[config.mk]
export PLATFORM = sky130hd
export DESIGN_NAME = div_seq_param
export DESIGN_NICKNAME = d
export VERILOG_FILES = /design/src/rtl/div_seq_param.sv
export SDC_FILE = /design/constraint.sdc
export NUM_CORES = 1
export LEC_CHECK = 0
export CAP_MARGIN = 20
export CORE_UTILIZATION = 45
export CTS_CLUSTER_DIAMETER = 150
export DETAILED_ROUTE_END_ITERATION = 8
export DONT_BUFFER_PORTS = 1
export GPL_TIMING_DRIVEN = 0
export PLACE_DENSITY_LB_ADDON = 0.15
export SETUP_SLACK_MARGIN = 0.15
export SKIP_LAST_GASP = 1
export SYNTH_ARGS = -nofsm -noshare
export SYNTH_HDL_FRONTEND = slang
export SYNTH_SLANG_ARGS = --single-unit
[constraint.sdc]
create_clock -name clk -period 3.2 [get_ports clk]
set_clock_uncertainty 0.05 [all_clocks]
set_input_delay 0.16 -clock clk [delete_from_list [all_inputs] [get_ports clk]]
set_output_delay 0.16 -clock clk [all_outputs]
set_load 0.01 [all_outputs]
[src/rtl/div_seq_param.sv]
// Sequential restoring divider, one quotient bit per clock, with start/busy/done handshake.
// Optional two's-complement mode is enabled by defining DIV_SIGNED_EN (adds the signed_op port).
module div_seq_param #(
  parameter int WIDTH = 16
) (
  input  logic             clk,
  input  logic             rst_n,
  input  logic             start,
  input  logic [WIDTH-1:0] dividend,
  input  logic [WIDTH-1:0] divisor,
`ifdef DIV_SIGNED_EN
  input  logic             signed_op,
`endif
  output logic             busy,
  output logic             done,
  output logic [WIDTH-1:0] quotient,
  output logic [WIDTH-1:0] remainder,
  output logic             div_by_zero
);

  localparam int CNT_W = $clog2(WIDTH + 1);
  localparam logic [CNT_W-1:0] CNT_LAST = CNT_W'(WIDTH);

  typedef enum logic [1:0] {IDLE, CALC, DONE} state_t;

  state_t             state;
  state_t             state_nxt;
  logic [CNT_W-1:0]   cnt;
  logic               zero_div;
  logic               accept;
  logic               last_iter;
  logic               signed_mode;
  logic               neg_quo;
  logic               neg_rem;
  logic [WIDTH-1:0]   rem_w;
  logic [WIDTH-1:0]   quo_w;
  logic [WIDTH-1:0]   dvs_w;
  logic [WIDTH:0]     diff;

  function automatic logic [WIDTH-1:0] magnitude(input logic signed [WIDTH-1:0] v,
                                                 input logic en);
    logic signed [WIDTH-1:0] neg;
    neg = -v;
    return (en && v[WIDTH-1]) ? $unsigned(neg) : $unsigned(v);
  endfunction

  function automatic logic [WIDTH-1:0] apply_sign(input logic [WIDTH-1:0] v, input logic neg);
    return neg ? (~v + WIDTH'(1)) : v;
  endfunction

`ifdef DIV_SIGNED_EN
  assign signed_mode = signed_op;
`else
  assign signed_mode = 1'b0;
`endif

  assign accept    = start && (state != CALC);
  assign last_iter = (cnt == CNT_LAST);
  // Partial remainder fits in WIDTH+1 bits; the top bit of the difference is the borrow.
  assign diff      = {rem_w, quo_w[WIDTH-1]} - {1'b0, dvs_w};

  always_comb begin
    state_nxt = state;
    case (state)
      IDLE, DONE: state_nxt = accept ? CALC : IDLE;
      CALC:       if (zero_div || last_iter) state_nxt = DONE;
      default:    state_nxt = IDLE;
    endcase
  end

  always_ff @(posedge clk) begin
    if (!rst_n) begin
      state       <= IDLE;
      busy        <= 1'b0;
      done        <= 1'b0;
      div_by_zero <= 1'b0;
      quotient    <= '0;
      remainder   <= '0;
      cnt         <= '0;
      zero_div    <= 1'b0;
    end else begin
      state <= state_nxt;
      done  <= 1'b0;
      if (accept) begin
        busy     <= 1'b1;
        cnt      <= '0;
        zero_div <= (divisor == '0);
      end else if (state == CALC) begin
        if (zero_div) begin
          // The raw dividend was parked in quo_w for this case.
          busy        <= 1'b0;
          done        <= 1'b1;
          div_by_zero <= 1'b1;
          quotient    <= '1;
          remainder   <= quo_w;
        end else if (last_iter) begin
          busy        <= 1'b0;
          done        <= 1'b1;
          div_by_zero <= 1'b0;
          quotient    <= apply_sign(quo_w, neg_quo);
          remainder   <= apply_sign(rem_w, neg_rem);
        end else begin
          cnt <= cnt + 1'b1;
        end
      end
    end
  end

  // Working registers carry data only and need no reset.
  always_ff @(posedge clk) begin
    if (accept) begin
      rem_w   <= '0;
      quo_w   <= (divisor == '0) ? dividend : magnitude(dividend, signed_mode);
      dvs_w   <= magnitude(divisor, signed_mode);
      neg_quo <= signed_mode && (dividend[WIDTH-1] ^ divisor[WIDTH-1]);
      neg_rem <= signed_mode && dividend[WIDTH-1];
    end else if (state == CALC && !zero_div && !last_iter) begin
      if (!diff[WIDTH]) begin
        rem_w <= diff[WIDTH-1:0];
        quo_w <= {quo_w[WIDTH-2:0], 1'b1};
      end else begin
        rem_w <= {rem_w[WIDTH-2:0], quo_w[WIDTH-1]};
        quo_w <= {quo_w[WIDTH-2:0], 1'b0};
      end
    end
  end

endmodule

==> results.ini, run 1 <==
[place]
dp_worst_setup_slack_ns = 0.1359
hpwlAfterDp_um = 8212
routabilityCongestion = 0.8205
io_buffers = 0
placed_cells = 597

[logic_synthesis]
synth_top_cell_area_share = 0.2654
netlist_top_cells_area = dfxtp_1 (27%), edfxtp_1 (22%), nand2_1 (8.9%), o211a_1 (7.2%), ha_1 (5.1%)
synth-seq-cells = 91
synth_warnings = 0
syn_area_um2 = 4451
seq_area_frac_synth = 0.4813
synth.largest_area_cell = dfxtp_1
syn-num-nets = 521
syn-mean-instance-area_um2 = 9.530
synthCells = 467
ys_types = 44

[clocking]
h-tree-depth = 3
clockBufferDepth = 2
cts_buffers = 9
clkLatencyLatePin_ns = 0.37
cts_sinks = 91
cts-root-buf = clkbuf_8
cts.clk_slew.worst_paths_ns = 0.10
cts_tree = built

[detailed_routing]
avgViaCountPerCell = 5.557
remaining_drc_errors = 0
dr.pass1.iters = 5
wire_per_inst_um = 17.04
drtIter0Drc = 202
dr_total_vias = 3612
routed_wl_um = 11080
ant_nets = 0

[pwr]
p_per_area_nw_per_um2 = 715.3
leakage_uw = 0.002363
ir_drop_mv = 0.4136
p_switching_uw = 1426
power.internal_uw = 2283
switching_share = 0.3844
seq_power_share = 0.419
p_comb_frac = 0.384
p_clk_frac = 0.197

[sta]
fin_ws_ns = 0.2919
relSlewSlack = 0.5468
hold_viol = 1
setup-violations-final = 0
tightest_slew_ns = 0.6799
fmax_mhz = 343.9
fin_crit_sh = 0.9088
setup_tns_ns = 0
holdWs_ns = -0.002135
drv_slew = 0
rsz0062_at_grt = false
finalCriticalPeriod_ns = 2.908

[hold_path]
hold_depth = 3
min_path_type = in2reg

[critical_path]
critical_path_buf_inv_count = 2
crit_cells = 11
rrSetupSlack_ns = 0.29
crit_fanout = 5
crit_chain = inv_1 -> ha_1 -> fa_1 -> nand2b_4 -> a21oi_4 -> nor3b_2 -> o21ai_2 -> mux2i_4 -> buf_6 -> mux2i_2 -> o21ai_1
ff2ff_path_depth = 11
crit_path_top_delay_cell = edfxtp_1
critPathKind = reg2reg
endpoint_kind = flip-flop
start_kind = flip-flop
crit_required_ns = 3.39
critical-path-top-delay-family = adder cells
arrival_ns = 3.10
cp_slowest_stage_delay_ns = 0.50

[global_routing]
grt.met3_usage = 0.04279
grt_util_met1 = 0.3042
grt_pass1_vias = 3323
met2_usage = 0.3705
grt_max_degree = 20
grt_overflow = 0
top_usage_layer = met2
antenna_found_initial = 0
grt_pass1_wl_um = 17280
grt_use_total = 0.2248

[floorplanning]
start_util = 0.4727
die_w_um = 101.5
core-area_um2 = 9415
io_pins = 70
fp.dieArea_um2 = 10290
rows = 35
die_h_um = 101.5

[job]
drv_cap = 0

[outcome]
violations = negative hold slack
status = complete, but fails checks

[layout]
fin_cells = 650
diodes = 0
drive_gt1_frac = 0.06142
nets = 570
syn2layout_area_growth_pct = 16.50

cells by family (layout without fill, tap and decap cells):
logic type	after synthesis	in the layout	synth area share
simple gates	173	173	0.1647
compound gates	99	99	0.1721
mux	20	20	0.04779
flops	91	91	0.4813
buf+inv	46	100	0.04161
fa+ha+maj	19	19	0.05510
xor+xnor	19	19	0.03739
sequential cells by signal, indices dropped and copies added (netlist names):
name	count
dvs_w	16
quo_w	16
quotient	16
rem_w	16
remainder	16
cnt	5
state	2
busy	1
div_by_zero	1
done	1
zero_div	1
worst paths after layout:
kind / start / to
worst max-delay path: quo_w[15]$_DFFE_PP_ / rem_w[14]$_SDFFE_PP0P_
worst min-delay path: divisor[4] / zero_div$_SDFFE_PN0P_
worst max register to register: quo_w[15]$_DFFE_PP_ / rem_w[14]$_SDFFE_PP0P_
worst min register to register: cnt[1]$_SDFFE_PP0P_ / cnt[1]$_SDFFE_PP0P_
cell type report:
cell class	instances	area [um2]
Clock buffer	10	127.6
Inverter	22	82.58
Buffer	24	105.1
Tap cell	129	161.4
Sequential cell	91	2142
Timing Repair Buffer	38	372.9
Multi-Input combinational cell	330	2145
Clock inverter	6	48.80
Fill cell	859	4230
metal layers:
metal / up-vias / routed length [um]
met2: 101 / 5282
met4: 0 / 93
met1: 1746 / 5172
li1: 1755 / -
met3: 10 / 528
met5: - / 0
cell usage after synthesis:
cell and count:
o21a_1 5, buf_2 4, xnor2_1 10, a32oi_1 3
o21ai_0 9, inv_1 21, o21ai_1 6, dfxtp_1 59
xor2_1 9, nand2b_1 7, o211ai_1 7, o31a_1 1
a311o_1 1, nor3b_2 1, and3_1 2, nor4b_1 1
mux2i_4 1, a21o_1 1, ha_1 18, nand2_1 105
o211a_1 32, a31oi_1 2, nor2b_1 2, or4_1 1
a21oi_2 1, buf_1 6, clkinv_1 1, mux2i_1 19
fa_1 1, and2_1 3, nand4_1 4, a21oi_1 17
a21boi_0 2, nor2_1 32, nand3_1 13, buf_6 1
edfxtp_1 32, a211oi_1 1, nor4_1 2, clkbuf_1 13
o21ai_2 1, a2111o_1 1, o311ai_0 7, o311ai_1 2
per-stage QoR:
step	power (uW)	area (um2)	utilization
2_1_floorplan	2527	4451	-
3_3_place_gp	2825	4612	0.4898
3_5_place_dp	2862	4627	0.4914
4_1_cts	3642	5141	0.5460
5_1_grt	3945	5185	0.5507
6_report	3709	5185	0.5507
placed cells by master, fill, tap and decap left out, types with 5 or more instances in the layout:
master and count:
a21oi_1 17, buf_1 6, clkbuf_1 14, clkbuf_8 9
dfxtp_1 59, dlygate4sd3_1 33, edfxtp_1 32, ha_1 18
inv_1 21, mux2i_1 18, nand2_1 105, nand2b_1 6
nand3_1 13, nor2_1 31, o211a_1 32, o211ai_1 7
o21a_1 5, o21ai_0 9, o21ai_1 6, o311ai_0 7
xnor2_1 10, xor2_1 9
power groups by stage:
stage,sequential (uW),clock (uW),combinational [uW]
2_1_floorplan,1490,0,1030
5_1_grt,1570,800,1570
6_report,1550,731,1420
4_1_cts,1550,753,1330
3_5_place_dp,1580,0,1280
3_3_place_gp,1580,0,1250
repair_timing:
action / CTS / global route
hold buffers: 33 / 0
cloned: 0 / 1
hold endpoints to repair: 34 / 0
gates resized for setup: 0 / 6
setup buffers: 1 / 2
endpoints found under the setup margin: 3 / 30
pin swaps: 0 / 2
tightest hold or removal path: cells and delay by family:
kind,cells,cell delay (ns)
compound gates,1,0.07
simple gates,2,0.13
Note: power is estimated with default switching activity, not from simulation.
==> run 2: changes to the inputs <==
Settings changed: CORE_UTILIZATION 45 to 48.
==> results.ini, run 2 (synthesized netlist as in run 1, its figures left out) <==
[critical_path]
crit_required_ns = 3.39
rrSetupSlack_ns = 0.32
endpoint_kind = flip-flop
reg2reg_to = rem_w[3]$_SDFFE_PP0P_
critPathKind = reg2reg
timing.rr.start = quo_w[15]$_DFFE_PP_
start_kind = flip-flop
arrival_ns = 3.07
crit_fanout = 8
ff2ff_path_depth = 11

[detailed_routing]
remaining_drc_errors = 4
avgViaCountPerCell = 5.663
ant_nets = 0
routed_wl_um = 11010
drtIter0Drc = 200
wire_per_inst_um = 17.50
dr_total_vias = 3562
dr.pass1.iters = 7

[layout]
final_common_cell = nand2_1
nets = 570
final_cell_mix = nand2_1 (105), dfxtp_1 (59), dlygate4sd3_1 (33)
syn2layout_area_growth_pct = 16.36
drive_gt1_frac = 0.05758
diodes = 0
fin_area_um2 = 5179

[sta]
drv_slew = 0
fin_ws_ns = 0.3219
relSlewSlack = 0.5066
setup_tns_ns = 0
tightest_slew_ns = 0.7402
fin_crit_sh = 0.8994
setup-violations-final = 0
finalCriticalPeriod_ns = 2.878
hold_viol = 0
fmax_mhz = 347.4
rsz0062_at_grt = false

[clocking]
cts_buffers = 9
clkLatencyLatePin_ns = 0.37
cts_tree = built
h-tree-depth = 3
cts.clk_slew.worst_paths_ns = 0.10
cts-root-buf = clkbuf_8
clockBufferDepth = 2
cts_sinks = 91

[hold_path]
hold_depth = 2
min_to = zero_div$_SDFFE_PN0P_
min_path_type = in2reg
hp-start = divisor[12]

[pwr]
leakage_uw = 0.002378
p_clk_frac = 0.216
power.internal_uw = 2362
p_per_area_nw_per_um2 = 723.5
switching_share = 0.3696
p_switching_uw = 1385
ir_drop_mv = 0.3842
p_comb_frac = 0.370
seq_power_share = 0.414

[global_routing]
grt_pass1_vias = 3392
grt_max_degree = 19
grt_use_total = 0.2358
grt_overflow = 0
antenna_found_initial = 0
grt_pass1_wl_um = 17370

[floorplanning]
die_w_um = 98.29
rows = 34
core-area_um2 = 8848
start_util = 0.5030
io_pins = 70
fp.dieArea_um2 = 9661
die_h_um = 98.29

[job]
drv_cap = 0

[place]
routabilityCongestion = 0.8289
dp_worst_setup_slack_ns = 0.08619
io_buffers = 0
hpwlAfterDp_um = 8003
placed_cell_area_um2 = 4613

[outcome]
status = complete, but fails checks
violations = design-rule violations

## run 2: cell count changes in the layout (fill, tap and decap cells not counted), sizes merged
cell    before  now
bufinv       0    1
inv         25   24
## run 2: worst max-delay path: stages, from the launching register on
cell	delay, ns
edfxtp_1	0.52
inv_1	0.08
ha_1	0.23
fa_2	0.36
nand2b_1	0.19
a21oi_2	0.19
nor3b_2	0.09
o21ai_2	0.22
mux2i_4	0.35
buf_6	0.19
mux2i_1	0.20
o21ai_1	0.07
## run 2: power groups by stage
stage | Sequential (uW) | Combinational, uW | Clock [uW]
floorplan | 1490 | 1030 | 0
global placement | 1580 | 1240 | 0
detailed placement | 1580 | 1270 | 0
CTS | 1550 | 1330 | 821
global route | 1570 | 1530 | 870
finish | 1550 | 1390 | 811
## run 2: repair_timing
action / in CTS / in global routing
setup endpoints to repair: 6 / 15
hold endpoints to repair: 33 / 1
hold buffers: 32 / 1
gates resized for setup: 0 / 3
buffers inserted: 1 / 3
pin swaps: 0 / 2
## run 2: through the flow
| step | instances | hold WS, ns | utilization | power, uW |
|---|---|---|---|---|
| 2_1_floorplan | 467 | 0.2089 | - | 2527 |
| 3_3_place_gp | 575 | 0.2089 | 0.5182 | 2821 |
| 3_5_place_dp | 576 | 0.2089 | 0.5214 | 2851 |
| 4_1_cts | 625 | 0.004125 | 0.5810 | 3701 |
| 5_1_grt | 629 | 0.0003168 | 0.5853 | 3971 |
| 6_report | 629 | 0.01564 | 0.5853 | 3747 |
## run 2: layer usage
metal	part of all wire	global-route usage	up-vias
li1	-	-	1748
met4	0.018	0.08726	0
met2	0.45	0.3759	109
met1	0.47	0.3177	1693
met5	0	0	-
met3	0.061	0.04724	12
## run 2: how the worst max path moves through the flow
stage                              startpoint                    end  slack [ns]  depth (start not counted)
after CTS                 quo_w[15]$_DFFE_PP_     quo_w[0]$_DFFE_PP_        0.17                         10
final                     quo_w[15]$_DFFE_PP_  rem_w[3]$_SDFFE_PP0P_        0.32                         11
after global routing      quo_w[15]$_DFFE_PP_  rem_w[3]$_SDFFE_PP0P_        0.16                         11
after global placement    quo_w[15]$_DFFE_PP_     quo_w[0]$_DFFE_PP_        0.09                         10
after detailed placement  quo_w[15]$_DFFE_PP_     quo_w[0]$_DFFE_PP_        0.09                         10
after floorplan           quo_w[15]$_DFFE_PP_     quo_w[0]$_DFFE_PP_        0.64                         10
## run 2: cell type report
| class | count | area, um2 |
|---|---|---|
| clock buffer | 10 | 127.6 |
| sequential | 91 | 2142 |
| timing repair buffer | 38 | 387.9 |
| buffer | 24 | 105.1 |
| tap | 108 | 135.1 |
| clock inverter | 6 | 72.57 |
| multi-input combinational | 330 | 2126 |
| fill | 781 | 3670 |
| inverter | 22 | 82.58 |
==> run 3: changes to the inputs <==
Settings changed: ABC_AREA from default to 1.
Clock period 3.2 ns to 3.35 ns, I/O delays scaled along.
==> results.ini, run 3 <==
[critical_path]
critPathKind = reg2reg
crit_fanout = 10
rrSetupSlack_ns = 0.96
reg2reg_to = rem_w[1]$_SDFFE_PP0P_
ff2ff_path_depth = 16
crit_required_ns = 3.57
timing.rr.start = quo_w[15]$_DFFE_PP_
arrival_ns = 2.61
start_kind = flip-flop
endpoint_kind = flip-flop

[outcome]
status = finished clean

[logic_synthesis]
synthMuxAreaShare = 0.004133
synth_xor_xnor_area_share = 0.01266
seq_area_frac_synth = 0.4423
ys_types = 37
synthTopCellsByCount = nand2_1 (208), inv_1 (95), nand3_1 (72)
yosys.area_share.adder = 0.05063
async_flop_share = 0
yosys.area_share.simple = 0.3196
synth-compound-area-share = 0.07078
syn_area_um2 = 4843
synth.largest_area_cell = dfxtp_1
synth_ff_type = dfxtp_1
synth_top_cell_area_share = 0.2439
yosysMostFrequentCell = nand2_1
synth_top_family_by_area = simple AND/OR/NAND/NOR gates
syn-num-nets = 703
synth-edff-count = 32
synth-seq-cells = 91
syn-mean-instance-area_um2 = 7.463
synthCells = 649
synth_warnings = 0
netlist_top_cells_area = dfxtp_1 (24%), edfxtp_1 (20%), nand2_1 (16%), nand3_1 (7.4%), inv_1 (7.4%)

[sta]
hold_viol = 0
tightest_slew_ns = 0.7349
relSlewSlack = 0.5056
holdWs_ns = 0.004380
setup_tns_ns = 0
finalCriticalPeriod_ns = 2.395
fmax_mhz = 417.6
setup-violations-final = 0
fin_ws_ns = 0.9554
fin_crit_sh = 0.7148
drv_slew = 0
rsz0062_at_grt = false

[detailed_routing]
ant_nets = 0
routed_wl_um = 11540
remaining_drc_errors = 0
avgViaCountPerCell = 5.108
dr.pass1.iters = 6
wire_per_inst_um = 13.91
dr_total_vias = 4240
drtIter0Drc = 196

[clocking]
h-tree-depth = 3
cts.clk_slew.worst_paths_ns = 0.10
cts_resized = 0
cts_sinks = 91
cts_buffers = 9
cts_tree = built
cts-root-buf = clkbuf_8
clkLatencyLatePin_ns = 0.38
clockBufferDepth = 2

[floorplanning]
io_pins = 70
die_w_um = 102.5
die_h_um = 102.5
core-area_um2 = 9774
start_util = 0.4955
rows = 36
fp.dieArea_um2 = 10500

[global_routing]
grt_use_total = 0.2300
grt_overflow = 0
antenna_found_initial = 0
grt.met3_usage = 0.03146
grt_pass1_vias = 3825
grt_util_met1 = 0.3170
grt_max_degree = 26
grt_pass1_wl_um = 18310
met2_usage = 0.3723
top_usage_layer = met2

[layout]
drive_gt1_frac = 0.09182
syn2layout_area_growth_pct = 14.41
final_cell_mix = nand2_1 (208), inv_1 (95), nand3_1 (72), dfxtp_1 (59), o21ai_0 (48)
diodes = 0
nets = 746
final_common_cell = nand2_1

[place]
dp_worst_setup_slack_ns = 0.9552
hpwlAfterDp_um = 8881
io_buffers = 0
routabilityCongestion = 0.8479

[pwr]
p_per_area_nw_per_um2 = 661.1
ir_drop_mv = 0.2852
power_uw = 3663
leakage_uw = 0.002739

[hold_path]
min_path_type = in2reg
min_to = zero_div$_SDFFE_PN0P_
hp-start = divisor[6]
hold_depth = 3

[job]
drv_cap = 0

-- run 3: cell types whose count changed in the layout (fill, tap and decap cells not counted), sizes merged, moves of 7 or more --
cell,delta
nand3,+66
o21ai,+34
mux2i,-18
o211ai,-7
nand2b,-7
nand2,+123
o211a,-32
o311ai,-9
nor2,-10
xnor2,-8
inv,+79
-- run 3: logic make-up after synthesis --
logic type / count (synthesis)
simple gates: 344
buf+inv: 120
flops: 91
compound gates: 66
fa+ha+maj: 19
xor+xnor: 7
mux: 2
-- run 3: worst max path at each step --
| stage | startpoint | end | slack, ns | depth (start not counted) |
|---|---|---|---|---|
| CTS | quo_w[15]$_DFFE_PP_ | rem_w[1]$_SDFFE_PP0P_ | 0.93 | 16 |
| global placement | quo_w[15]$_DFFE_PP_ | quo_w[0]$_DFFE_PP_ | 0.99 | 12 |
| floorplan | quo_w[15]$_DFFE_PP_ | rem_w[13]$_SDFFE_PP0P_ | 1.26 | 16 |
| detailed placement | quo_w[15]$_DFFE_PP_ | rem_w[1]$_SDFFE_PP0P_ | 0.96 | 16 |
| global route | quo_w[15]$_DFFE_PP_ | rem_w[1]$_SDFFE_PP0P_ | 0.74 | 16 |
| finish | quo_w[15]$_DFFE_PP_ | rem_w[1]$_SDFFE_PP0P_ | 0.96 | 16 |
-- run 3: per-layer routing --
metal,vias up,routed length [um]
li1,2159,-
met1,1964,5443
met2,105,5458
met3,12,482
met4,0,158
met5,-,0
-- run 3: repair_timing --
action / in CTS / in global routing
endpoints found under the hold margin: 33 / 0
hold buffers: 32 / 0
setup buffers: 0 / 0
-- run 3: worst max-delay path: stages, from the launching register on --
cell and delay [ns]:
edfxtp_1 0.37, inv_1 0.10, ha_1 0.24, fa_1 0.40, inv_1 0.07, nand2_1 0.04
nand2_1 0.13, nand3_2 0.08, nand2_2 0.10, nand2_2 0.06, nand2_1 0.11, nand2_4 0.10
nand2_4 0.12, buf_12 0.15, nand2_2 0.05, nand3_1 0.06, nand2_1 0.05
-- run 3: layout make-up --
cell class,instances,area (um2)
multi-input combinational,438,2217
clock buffer,9,123.9
buffer,22,116.4
tap,133,166.4
fill,943,4233
clock inverter,7,87.58
inverter,98,367.9
sequential,91,2142
timing repair buffer,32,320.3
-- run 3: through the flow --
stage                       util  cell area (um2)  instances
final                     0.5669             5542        830
after global routing      0.5669             5542        830
after CTS                 0.5669             5542        830
after detailed placement  0.5125             5010        782
after global placement    0.5125             5010        782
after floorplan                -             4843        649
-- run 3: where the power goes --
| group | switching (uW) | leakage [uW] | internal [uW] |
|---|---|---|---|
| clock network | 445 | 0.000109 | 365 |
| registers | 116 | 0.000791 | 1280 |
| logic | 904 | 0.00184 | 549 |
| total | 1460 | 0.00274 | 2200 |
